--- config.mk ---
export PLATFORM = sky130hd
export DESIGN_NAME = traffic_phase_timer
export DESIGN_NICKNAME = d
export VERILOG_FILES = /design/src/rtl/traffic_phase_timer.sv
export SDC_FILE = /design/constraint.sdc
export NUM_CORES = 1
export LEC_CHECK = 0
export CAP_MARGIN = 10
export CORE_UTILIZATION = 56
export CTS_BUF_LIST = sky130_fd_sc_hd__clkbuf_2
export DETAILED_ROUTE_END_ITERATION = 16
export PLACE_DENSITY_LB_ADDON = 0.3
export SLEW_MARGIN = 30
export SYNTH_ARGS = -nofsm -noshare
export SYNTH_HDL_FRONTEND = slang
export SYNTH_SLANG_ARGS = --single-unit
--- constraint.sdc ---
create_clock -name clk -period 3.9 [get_ports clk]
set_input_delay 0.78 -clock clk [delete_from_list [all_inputs] [get_ports clk]]
set_output_delay 0.78 -clock clk [all_outputs]
set_load 0.01 [all_outputs]
--- src/rtl/traffic_phase_timer.sv ---
// Traffic phase timer.
// Times one green/yellow phase for the light the sequencer selects, then
// pulses counter_done. A light is served once per entry; selecting a
// different light (or an invalid selection) mid-phase aborts the phase.
//
// Ports:
//   clk            system clock, all state on rising edge
//   rst            synchronous active-high reset
//   tick_1s        one-cycle 1 Hz enable pulse
//   short_counter  short green-time request
//   long_counter   long green-time request, wins over short_counter
//   current_state  one-hot active light from the sequencer (bit0 = light 1)
//   counter_done   one-cycle pulse at phase completion
//   o_light_1..4   lamp codes: 001 RED, 010 YELLOW, 100 GREEN
//   o_sec_left     seconds left in the GREEN or YELLOW interval, else 0
module traffic_phase_timer #(
    parameter int unsigned SHORT_SEC  = 10,
    parameter int unsigned LONG_SEC   = 60,
    parameter int unsigned YELLOW_SEC = 3,
    localparam int unsigned MAX_GY  = (SHORT_SEC > LONG_SEC) ? SHORT_SEC : LONG_SEC,
    localparam int unsigned MAX_SEC = (MAX_GY > YELLOW_SEC) ? MAX_GY : YELLOW_SEC,
    localparam int unsigned CW      = $clog2(MAX_SEC + 1)
) (
    input  logic          clk,
    input  logic          rst,
    input  logic          tick_1s,
    input  logic          short_counter,
    input  logic          long_counter,
    input  logic [3:0]    current_state,
    output logic          counter_done,
    output logic [2:0]    o_light_1,
    output logic [2:0]    o_light_2,
    output logic [2:0]    o_light_3,
    output logic [2:0]    o_light_4,
    output logic [CW-1:0] o_sec_left
);

    localparam logic [2:0] LAMP_RED    = 3'b001;
    localparam logic [2:0] LAMP_YELLOW = 3'b010;
    localparam logic [2:0] LAMP_GREEN  = 3'b100;

    typedef enum logic [1:0] {
        StIdle,
        StGreen,
        StYellow,
        StDone
    } state_e;

    state_e           state_q, state_d;
    logic [CW-1:0]    count_q, count_d;
    logic [3:0]       served_q, served_d;
    logic [3:0][2:0]  lamp_q, lamp_d;
    logic             cs_onehot;

    always_comb begin
        state_d   = state_q;
        count_d   = count_q;
        served_d  = served_q;
        cs_onehot = (current_state != 4'd0) &&
                    ((current_state & (current_state - 4'd1)) == 4'd0);

        unique case (state_q)
            StIdle: begin
                // A new valid selection is always recorded as served, even with
                // no request, so a request-less light counts as a zero-time phase.
                if (cs_onehot && (current_state != served_q)) begin
                    served_d = current_state;
                    if (long_counter) begin
                        state_d = StGreen;
                        count_d = CW'(LONG_SEC);
                    end else if (short_counter) begin
                        state_d = StGreen;
                        count_d = CW'(SHORT_SEC);
                    end
                end
            end
            StGreen, StYellow: begin
                // served_q is one-hot here, so any mismatch also catches an
                // invalid (non-one-hot) selection.
                if (current_state != served_q) begin
                    state_d = StIdle;
                    count_d = '0;
                end else if (tick_1s) begin
                    if (count_q == CW'(1)) begin
                        if (state_q == StGreen) begin
                            state_d = StYellow;
                            count_d = CW'(YELLOW_SEC);
                        end else begin
                            state_d = StDone;
                            count_d = '0;
                        end
                    end else if (count_q != '0) begin
                        count_d = count_q - CW'(1);
                    end
                end
            end
            StDone: begin
                state_d = StIdle;
            end
            default: begin
                state_d = StIdle;
                count_d = '0;
            end
        endcase
    end

    // Lamps are registered from the next state so they line up with state_q.
    always_comb begin
        for (int i = 0; i < 4; i++) begin
            lamp_d[i] = LAMP_RED;
            if (served_d[i]) begin
                if (state_d == StGreen) begin
                    lamp_d[i] = LAMP_GREEN;
                end else if (state_d == StYellow) begin
                    lamp_d[i] = LAMP_YELLOW;
                end
            end
        end
    end

    always_ff @(posedge clk) begin
        if (rst) begin
            state_q  <= StIdle;
            count_q  <= '0;
            served_q <= 4'b0000;
            lamp_q   <= {4{LAMP_RED}};
        end else begin
            state_q  <= state_d;
            count_q  <= count_d;
            served_q <= served_d;
            lamp_q   <= lamp_d;
        end
    end

    always_comb begin
        counter_done = (state_q == StDone);
        o_sec_left   = ((state_q == StGreen) || (state_q == StYellow)) ? count_q : '0;
        o_light_1    = lamp_q[0];
        o_light_2    = lamp_q[1];
        o_light_3    = lamp_q[2];
        o_light_4    = lamp_q[3];
    end

endmodule
==> impl_metrics.json <==
{
  "cap_violations": 0,
  "antenna_found_initial": 0,
  "clock_latency_ns": 0.33,
  "grt_usage": 0.250,
  "syn-instance-count": 143,
  "post-synth-top-count-cell": "dfxtp_1",
  "postCtsHoldBufs": 0,
  "synth.distinct_cells": 41,
  "yosysSeqAreaShare": 0.363,
  "first_global_vias": 1037,
  "synth_edf_count": 0,
  "cts_root_buffer": "clkbuf_2",
  "drive_above_1_share": 0.0947,
  "cts_buffers": 3,
  "drc": 0,
  "yosysWarnings": 0,
  "num_rows": 17,
  "crit_type": "flop to output pin",
  "grt_setup_unrepaired": "false",
  "synthTopCellsByCount": "24 x dfxtp_1, 22 x nor2_1, 10 x inv_1",
  "holdWs_ns": 0.540,
  "relSlewSlack": 0.593,
  "required_ns": 3.12,
  "boundaryPins": 28,
  "syn_area_per_cell_sq_um": 9.27,
  "netlist.area_leader.share": 0.363,
  "cp_max_fo": 11,
  "p_per_area_mw_per_mm2": 388,
  "die_width_um": 50.6,
  "synth_top_area_cell": "dfxtp_1",
  "routed_wl_mm": 2.85,
  "dp_hpwl_mm": 2.19,
  "setup_tns_ns": 0,
  "synthesis.nets": 160,
  "synth-main-ff-cell": "dfxtp_1",
  "worstMarginPinSlew_ns": 0.608,
  "firstDrtPassIters": 4,
  "synthArstFlopShare": 0,
  "hold_viol_final": 0,
  "finalCritPeriodShare": 0.790,
  "grt_max_degree": 21,
  "viasPerCell": 5.69,
  "diodes": 0,
  "cts_setup_buffers": 0,
  "ir_drop_uv": 451,
  "dpl_worst_slack_ns": 0.580,
  "holdCritPathClass": "flop to flop",
  "outcome": "completed",
  "io_buffers": 27,
  "setup_violations": 0,
  "cp-end-kind": "output pin",
  "clockBufferDepth": 2,
  "layout_setup_ws_ns": 0.820,
  "drv_slew": 0,
  "core_sq_mm": 0.00221,
  "skew_ns": 0.00397,
  "cts_tree": "done",
  "die_area_sq_mm": 0.00256,
  "p_leak_nw": 0.664,
  "drt.antenna.violating_nets": 0,
  "grt_first_pass_wirelength_mm": 4.73,
  "power_uw": 639,
  "wl_per_cell_um": 14.5,
  "cts_resized": 0,
  "area_delta_synth_final_pct": 24.4,
  "max_freq_mhz": 325,
  "netlist_top_cells_area": "dfxtp_1 36%, ha_1 7.6%, nor2_1 6.2%, xor2_1 3.3%, mux2i_1 3.0%",
  "die_h_um": 50.6,
  "period_needed_ns": 3.08,
  "initial_core_util": 0.599,
  "syn_area_sq_mm": 0.00133,
  "h-tree-depth": 1,
  "gp_congestion": 0.875,
  "overflow": 0,
  "drtIter0Drc": 24,
  "clkSinkCount": 24,
  "cp-start-kind": "flop",
  "utilization": 0.745,
  "synth-seq-cells": 24,
  "arrival_ns": 2.30,
  "vias": 1121,
  "nNetsFinal": 187,
  "cts.clk_slew.worst_paths_ns": 0.22
}
[critical path, stage by stage (launching register included)]
cell,delay (ns)
dfxtp_1,0.48
inv_1,0.10
ha_1,0.51
inv_1,0.20
nor2_1,0.14
clkdlybuf4s50_1,0.55
[cell families (layout without fill, tap and decap cells)]
logic type                 count (synthesis)  after routing  synth area share
and+or+nand+nor                           56             56             0.262
buffers and inverters                     15             41            0.0491
adders and majority gates                  8              8            0.0755
muxes                                      4              4            0.0302
AOI/OAI and AO/OA                         30             30             0.181
DFF                                       24             24             0.363
xor gates and xnor gates                   6              6            0.0397
[report_power, final]
group	internal (mW)	switching [mW]
Combinational	0.0807	0.116
Sequential	0.263	0.0186
Clock	0.0884	0.0728
[flip-flops by register name (all words and copies together), names as in the netlist]
signal,flops
o_light_2,3
state_q,2
count_q,6
o_light_3,3
o_light_4,3
o_light_1,3
served_q,4
[area by class of cell]
| class | count | area [sq um] |
|---|---|---|
| timing repair buffer | 27 | 270 |
| inverter | 10 | 37.5 |
| sequential | 24 | 480 |
| clock buffer | 3 | 15.0 |
| multi-input combinational | 104 | 779 |
| tap | 28 | 35.0 |
| clock inverter | 1 | 30.0 |
| fill | 172 | 564 |
[per-stage QoR]
step | cell area [sq um] | std cells
floorplan | 1330 | 143
global placement | 1600 | 193
detailed placement | 1600 | 193
CTS | 1650 | 197
global route | 1650 | 197
finish | 1650 | 197
[final timing paths]
check | from | endpoint | slack (ns) | cells after the start
max | state_q[1] | o_sec_left[1] | 0.82 | 5
min | count_q[1] | count_q[1] | 0.54 | 2
min reg2reg | count_q[1] | count_q[1] | 0.54 | 2
max reg2reg | count_q[2] | o_light_4[0] | 1.39 | 7
[metal layers]
metal / part of all wire / up-vias / GRT usage
li1: - / 563 / -
met1: 0.52 / 527 / 0.367
met2: 0.43 / 29 / 0.367
met3: 0.046 / 2 / 0.0485
met4: 0.0056 / 0 / 0.0694
met5: 0 / - / 0
[cell usage in the layout, fill, tap and decap left out, drive strengths merged]
cell,netlist,routed
a2111o,1,1
a211oi,3,3
a21oi,6,6
a31o,1,1
a31oi,5,5
and2,4,4
and3,1,1
bufinv,0,1
clkbuf,3,3
clkdlybuf4s50,0,27
dfxtp,24,24
ha,8,8
inv,10,10
mux2i,4,4
nand2,2,2
nand2b,5,5
nor2,23,23
nor2b,1,1
nor3,5,5
nor4,6,6
nor4b,2,2
o2111ai,1,1
o211a,1,1
o211ai,1,1
o21ai,4,4
o22ai,1,1
o31a,1,1
o31ai,3,3
o32ai,2,2
or3,5,5
or4,2,2
xnor2,1,1
xor2,5,5
No activity file was read; power rests on OpenSTA's default activity.
